[config.mk]
export PLATFORM = sky130hd
export DESIGN_NAME = instr_dispatch_ctrl
export DESIGN_NICKNAME = d
export VERILOG_FILES = /design/src/rtl/ctrl_pkg.sv /design/src/rtl/exec_watchdog.sv /design/src/rtl/instr_dispatch_ctrl.sv
export SDC_FILE = /design/constraint.sdc
export NUM_CORES = 1
export LEC_CHECK = 0
export CAP_MARGIN = 25
export CORE_MARGIN = 2
export CORE_UTILIZATION = 25
export CTS_CLUSTER_SIZE = 20
export DETAILED_ROUTE_END_ITERATION = 7
export DONT_BUFFER_PORTS = 1
export PLACE_DENSITY = 0.35
export SLEW_MARGIN = 20
export SYNTH_ARGS = -nofsm -noshare
export SYNTH_HDL_FRONTEND = slang
export SYNTH_SLANG_ARGS = --single-unit
[constraint.sdc]
create_clock -name clk -period 3.5 [get_ports clk]
set_input_delay 0.35 -clock clk [delete_from_list [all_inputs] [get_ports clk]]
set_output_delay 0.35 -clock clk [all_outputs]
set_load 0.02 [all_outputs]
[src/rtl/ctrl_pkg.sv]
// Shared definitions for the fetch/decode/dispatch sequencer and its helpers.
package ctrl_pkg;

   // Sequencer states
   typedef enum logic [2:0] {
      ST_IDLE   = 3'd0,
      ST_FETCH  = 3'd1,
      ST_DECODE = 3'd2,
      ST_EXEC   = 3'd3,
      ST_RETIRE = 3'd4,
      ST_HALT   = 3'd5,
      ST_FAULT  = 3'd6
   } state_e;

   // Opcodes with special meaning to the sequencer
   localparam logic [3:0] OP_MOV  = 4'h0;
   localparam logic [3:0] OP_MOVI = 4'h5;
   localparam logic [3:0] OP_HALT = 4'hF;

   // Fault codes reported on fault_code
   localparam logic [1:0] FC_NONE     = 2'b00;
   localparam logic [1:0] FC_ILLEGAL  = 2'b01;
   localparam logic [1:0] FC_WATCHDOG = 2'b10;
   localparam logic [1:0] FC_SPURIOUS = 2'b11;

   // One-hot select line for an execute FSM
   function automatic logic [15:0] onehot16(input logic [3:0] op);
      onehot16 = 16'h0001 << op;
   endfunction

endpackage

[src/rtl/exec_watchdog.sv]
// Cycle counter for the EXEC state; flags when the execute FSM has used its
// last allowed cycle without signalling done.
module exec_watchdog
   import ctrl_pkg::*;
#(
   parameter int TIMEOUT = 32
) (
   input  logic clk,
   input  logic rst,
   input  logic clr,
   input  logic en,
   output logic expired
);

   localparam logic [7:0] LIMIT = 8'(TIMEOUT - 1);

   logic [7:0] count_q, count_d;

   // Next count: clear has priority over counting
   always_comb begin
      count_d = count_q;
      if (clr)
         count_d = 8'd0;
      else if (en)
         count_d = count_q + 8'd1;
   end

   // Counter register
   always_ff @(posedge clk or posedge rst) begin
      if (rst)
         count_q <= 8'd0;
      else
         count_q <= count_d;
   end

   assign expired = en && (count_q == LIMIT);

endmodule

[src/rtl/instr_dispatch_ctrl.sv]
// Fetch/decode/dispatch sequencer: latches one instruction, starts its
// execute FSM, waits for done, counts retirements, traps HALT and faults.
module instr_dispatch_ctrl
   import ctrl_pkg::*;
#(
   parameter logic [15:0] OP_EN   = 16'h003F,
   parameter int          TIMEOUT = 32
) (
   input  logic        clk,
   input  logic        rst,
   input  logic        run,
   input  logic        clear_fault,
   input  logic [15:0] instr_in,
   input  logic        instr_valid,
   input  logic [15:0] op_done,
   output logic        fetch_req,
   output logic [15:0] ir,
   output logic [15:0] op_start,
   output logic        busy,
   output logic        halted,
   output logic        fault,
   output logic [1:0]  fault_code,
   output logic [15:0] retire_cnt
);

   state_e      state_q, state_d;
   logic [15:0] ir_q, ir_d;
   logic [15:0] op_start_q, op_start_d;
   logic [15:0] retire_cnt_q, retire_cnt_d;
   logic [1:0]  fault_code_q, fault_code_d;
   logic        fetch_req_q, busy_q, halted_q, fault_q;

   logic        wd_clr, wd_en, wd_expired;
   logic [3:0]  opcode;
   logic [15:0] op_mask;
   logic        match_done, spurious_done;

   assign opcode        = ir_q[15:12];
   assign op_mask       = onehot16(opcode);
   assign match_done    = |(op_done & op_mask);
   assign spurious_done = |(op_done & ~op_mask);

   exec_watchdog #(.TIMEOUT(TIMEOUT)) u_wd (
      .clk     (clk),
      .rst     (rst),
      .clr     (wd_clr),
      .en      (wd_en),
      .expired (wd_expired)
   );

   // Next-state and next-output decisions for the sequencer
   always_comb begin
      state_d      = state_q;
      ir_d         = ir_q;
      op_start_d   = 16'h0000;
      fault_code_d = fault_code_q;
      retire_cnt_d = retire_cnt_q;
      wd_clr       = 1'b0;
      wd_en        = 1'b0;
      case (state_q)
         ST_IDLE: begin
            if (run)
               state_d = ST_FETCH;
         end
         ST_FETCH: begin
            if (instr_valid) begin
               ir_d    = instr_in;
               state_d = ST_DECODE;
            end
         end
         ST_DECODE: begin
            wd_clr = 1'b1;
            if (opcode == OP_HALT) begin
               state_d = ST_HALT;
            end else if (!OP_EN[opcode]) begin
               state_d      = ST_FAULT;
               fault_code_d = FC_ILLEGAL;
            end else begin
               op_start_d = op_mask;
               state_d    = ST_EXEC;
            end
         end
         ST_EXEC: begin
            wd_en = 1'b1;
            // A stray done is worse than a late one, so it is checked first;
            // a matching done on the final allowed cycle still retires.
            if (spurious_done) begin
               state_d      = ST_FAULT;
               fault_code_d = FC_SPURIOUS;
            end else if (match_done) begin
               state_d = ST_RETIRE;
            end else if (wd_expired) begin
               state_d      = ST_FAULT;
               fault_code_d = FC_WATCHDOG;
            end
         end
         ST_RETIRE: begin
            retire_cnt_d = retire_cnt_q + 16'd1;
            state_d      = run ? ST_FETCH : ST_IDLE;
         end
         ST_HALT: begin
            state_d = ST_HALT;
         end
         ST_FAULT: begin
            if (clear_fault) begin
               state_d      = ST_IDLE;
               fault_code_d = FC_NONE;
            end
         end
         default: begin
            state_d = ST_IDLE;
         end
      endcase
   end

   // State and registered outputs; status flags are decoded from the next state
   always_ff @(posedge clk or posedge rst) begin
      if (rst) begin
         state_q      <= ST_IDLE;
         ir_q         <= 16'h0000;
         op_start_q   <= 16'h0000;
         retire_cnt_q <= 16'h0000;
         fault_code_q <= FC_NONE;
         fetch_req_q  <= 1'b0;
         busy_q       <= 1'b0;
         halted_q     <= 1'b0;
         fault_q      <= 1'b0;
      end else begin
         state_q      <= state_d;
         ir_q         <= ir_d;
         op_start_q   <= op_start_d;
         retire_cnt_q <= retire_cnt_d;
         fault_code_q <= fault_code_d;
         fetch_req_q  <= (state_d == ST_FETCH);
         busy_q       <= (state_d == ST_FETCH) || (state_d == ST_DECODE) ||
                         (state_d == ST_EXEC)  || (state_d == ST_RETIRE);
         halted_q     <= (state_d == ST_HALT);
         fault_q      <= (state_d == ST_FAULT);
      end
   end

   assign fetch_req  = fetch_req_q;
   assign ir         = ir_q;
   assign op_start   = op_start_q;
   assign busy       = busy_q;
   assign halted     = halted_q;
   assign fault      = fault_q;
   assign fault_code = fault_code_q;
   assign retire_cnt = retire_cnt_q;

endmodule

==> run summary <==
Run status
• **outcome** complete, no violations

Critical path
• **cell-by-cell listing of the critical path** nand2b_1 -> o32a_1 -> nor4_1 -> and4b_1 -> a211oi_1 -> a221o_1
• **required arrival time at the worst endpoint** 3710 ps
• **endpoint class of the critical path** flip-flop
• **slowest cell delay on critical path** 910 ps
• **worst flop-to-flop path startpoint** ir[13]
• **slowest cell on the critical path** sky130_fd_sc_hd__dfrtp_1
• **Worst Path Max Fanout** 23
• **crit path launch type** flip-flop
• **critical path buffer and inverter count** 0
• **reg-to-reg slack, setup** 780 ps
• **Crit Path Class** flip-flop to flip-flop
• **total stage count of the critical path** 6
• **end of the worst register-to-register path** fault_code[0]
• **category of cells accounting for the largest share of critical-path delay** simple AND/OR/NAND/NOR gates
• **R2R depth** 6
• **data arrival time of the critical path** 2930 ps

Hold path
• **sink of the worst hold path** ir[13]
• **Worst Hold Depth** 2
• **Min-Delay Path Class** input port to flip-flop
• **start point of the worst min-delay path** instr_in[13]

Logic synthesis
• **post-synthesis register bit count** 65
• **mean instance size in the synthesized netlist** 10.97 sq um
• **sequential cell area fraction in the yosys report** 51.14%
• **main flop type after synthesis** sky130_fd_sc_hd__dfrtp_1
• **number of warnings issued by yosys** 0
• **library cells used by synthesis** 60
• **area of the mapped netlist** 0.003181 sq mm
• **number of flops mapped to enable cells by yosys** 0
• **post-synthesis async set-or-reset flop share** 100.0%
• **Cells after Synth** 290

Placed design
• **# placed instances** 466
• **Final Wtd Congestion** 0.7632
• **dpl hpwl** 5.482 mm
• **placement-stage worst setup slack** 748.4 ps
• **IO buf count** 0
• **area after detailed placement** 0.003390 sq mm

Clock tree
• **Clock Path Buffers** 2
• **clock-pin slew on the worst setup and hold paths** 60 ps
• **clk_lat worst skew** 320 ps
• **clock tree from TritonCTS** built
• **CTS H-tree depth** 3
• **count of cells resized by post-cts repair** 0
• **number of buffers added by the clock tree synthesis step** 9
• **clock tree sinks** 65
• **Root Driver** sky130_fd_sc_hd__clkbuf_16

Timing
• **relative slew slack** 41.82%
• **transition time at the pin with the least slew margin** 872.7 ps
• **clock period minus final worst setup slack** 2722 ps
• **PnR worst setup slack** 778.3 ps
• **Sum Neg Setup Slack** 0 ps
• **clock tree skew after final layout** 6.614 ps
• **smallest hold slack** 150.6 ps
• **maximum frequency from static timing analysis** 367.4 MHz
• **number of hold violations in the final report** 0
• **RSZ-0062 raised after global routing** no
• **crit share post-route** 77.76%
• **Final setup viols** 0
• **total count of max-transition violations in the final report** 0

GRT
• **initial antenna violation count** 0
• **global router's overall resource usage** 12.01%
• **via count of the first global-routing pass** 2349
• **sum of overflow across all layers after global routing** 0
• **pin count of the biggest net entering global routing** 38
• **wire length of the first global-routing pass** 12.44 mm

Floorplan
• **area enclosed by the die boundary** 0.01364 sq mm
• **area of the core region** 0.01252 sq mm
• **top-level I/O count** 91
• **die height** 116.8 um
• **row cnt** 41
• **effective utilization at floorplan** 25.41%
• **Die X-Extent** 116.8 um

Power and ir drop
• **power density over the cells** 876.4 mW/mm^2
• **switching part of the total power** 39.62%
• **leakage component of the power** 1.525 nW
• **net switching power** 1.280 mW
• **part of the total power dissipated in combinational logic** 28.8%
• **total chip power** 3.229 mW
• **sequential share of power** 44.1%
• **part of the total power dissipated in the clock network** 27.1%
• **worst ir drop on vdd** 0.2812 mV
• **internal cell power** 1.950 mW

Layout
• **area growth from synthesis to layout** 15.85%
• **fraction of final layout cells with drive strength greater than 1** 14.89%
• **final std cell area, no fill** 0.003685 sq mm
• **number of cells in the finished layout apart from fillers** 481
• **highest-count cells in the layout ignoring fill and taps** sky130_fd_sc_hd__dfrtp_1 (65), sky130_fd_sc_hd__nand2_1 (22), sky130_fd_sc_hd__nor2_1 (18)
• **number of diodes added for antenna fixing** 0
• **final net count** 345
• **multi-input combinational cell area** 0.001439 sq mm
• **number of filler instances in the final layout** 1328
• **area occupied by registers** 0.001627 sq mm
• **Post-Route Utilization** 29.44%
• **most common cell after layout, fill and taps aside** sky130_fd_sc_hd__dfrtp_1

Drt
• **overall routed net length** 7.785 mm
• **detailed-route DRC error count** 0
• **first-pass detailed-route iteration total** 5
• **via count normalized by instance count** 4.655
• **via count of the routed design** 2239
• **number of violations reported at the end of detailed-routing iteration 0** 83
• **post-DR wirelength/cell** 16.19 um
• **number of nets with antenna violations after detailed routing** 0

Run
• **Max-cap violations** 0

[Yosys cell counts, drive strengths merged (3+ instances only)]
master	number	area share [%]
a31oi	4	0.79
a21oi	16	2.6
clkbuf	3	0.35
dfrtp	65	51
o21ai	9	1.4
and3	9	1.8
nand4	4	0.79
inv	8	0.94
xnor2	13	3.6
nor2b	3	0.59
mux2	20	7.2
o22ai	4	0.79
nand2	22	2.6
nand3	12	1.9
mux2i	5	1.6
buf	12	3.3
o31ai	4	0.94
nor2	18	2.1
nand3b	4	0.94
nor3	9	1.4
nor4	3	1.1
[repair_timing]
action	4_1_cts	5_1_grt
hold endpoints to repair	19	0
buffers inserted	0	0
hold buffers	1	0
[worst reg2reg max path: cells and delay by family (launching register included)]
family          cells  cell delay [ps]
compound gates      3              760
flops               1              910
simple gates        3              940
[power groups by stage]
stage	registers [mW]	clock network, mW	logic [mW]
finish	1.42	0.876	0.929
global route	1.46	0.947	1.04
CTS	1.43	0.909	0.940
detailed placement	1.43	0	0.940
global placement	1.45	0	0.937
floorplan	1.28	0	0.878
[worst max-delay path by stage]
stage	startpoint	end	slack, ps
6_report	ir[13]	fault_code[0]	780
5_1_grt	ir[13]	fault	600
4_1_cts	ir[13]	fault_code[0]	750
3_5_place_dp	ir[13]	fault_code[0]	750
3_3_place_gp	ir[13]	fault	840
2_1_floorplan	ir[15]	fault_code[0]	1320
[final cells by class]
class                           count  area share (%)
Inverter                            9          0.9168
Sequential cell                    65           44.14
Clock inverter                      3           1.155
Clock buffer                       11           6.587
Timing Repair Buffer               11           2.309
Tap cell                          172           5.840
Multi-Input combinational cell    210           39.05
[cells by family after synthesis]
| family | synth area share, % |
|---|---|
| other | 0.1179 |
| DFF | 51.14 |
| muxes | 8.772 |
| AOI/OAI and AO/OA | 12.08 |
| buffers and inverters | 4.681 |
| adders and majority gates | 0.7867 |
| xor gates and xnor gates | 4.131 |
| and+or+nand+nor | 18.29 |
[metal layers]
metal  global-route usage (%)  wire [um]  part of all wire [%]  vias to the layer above
li1                         -          -                     -                     1077
met1                    14.92       3438                    44                     1085
met2                    18.00       3590                    46                       67
met3                    5.767        613                   7.9                       10
met4                    4.863        142                   1.8                        0
met5                        0          0                     0                        -
[flip-flops by register name, indices dropped and copies added, names as in the netlist]
signal        cells
state_q           3
fault             1
retire_cnt       16
fetch_req         1
halted            1
op_start         16
busy              1
ir               16
fault_code        2
u_wd.count_q      8
Power figures use the tool's default switching activity.
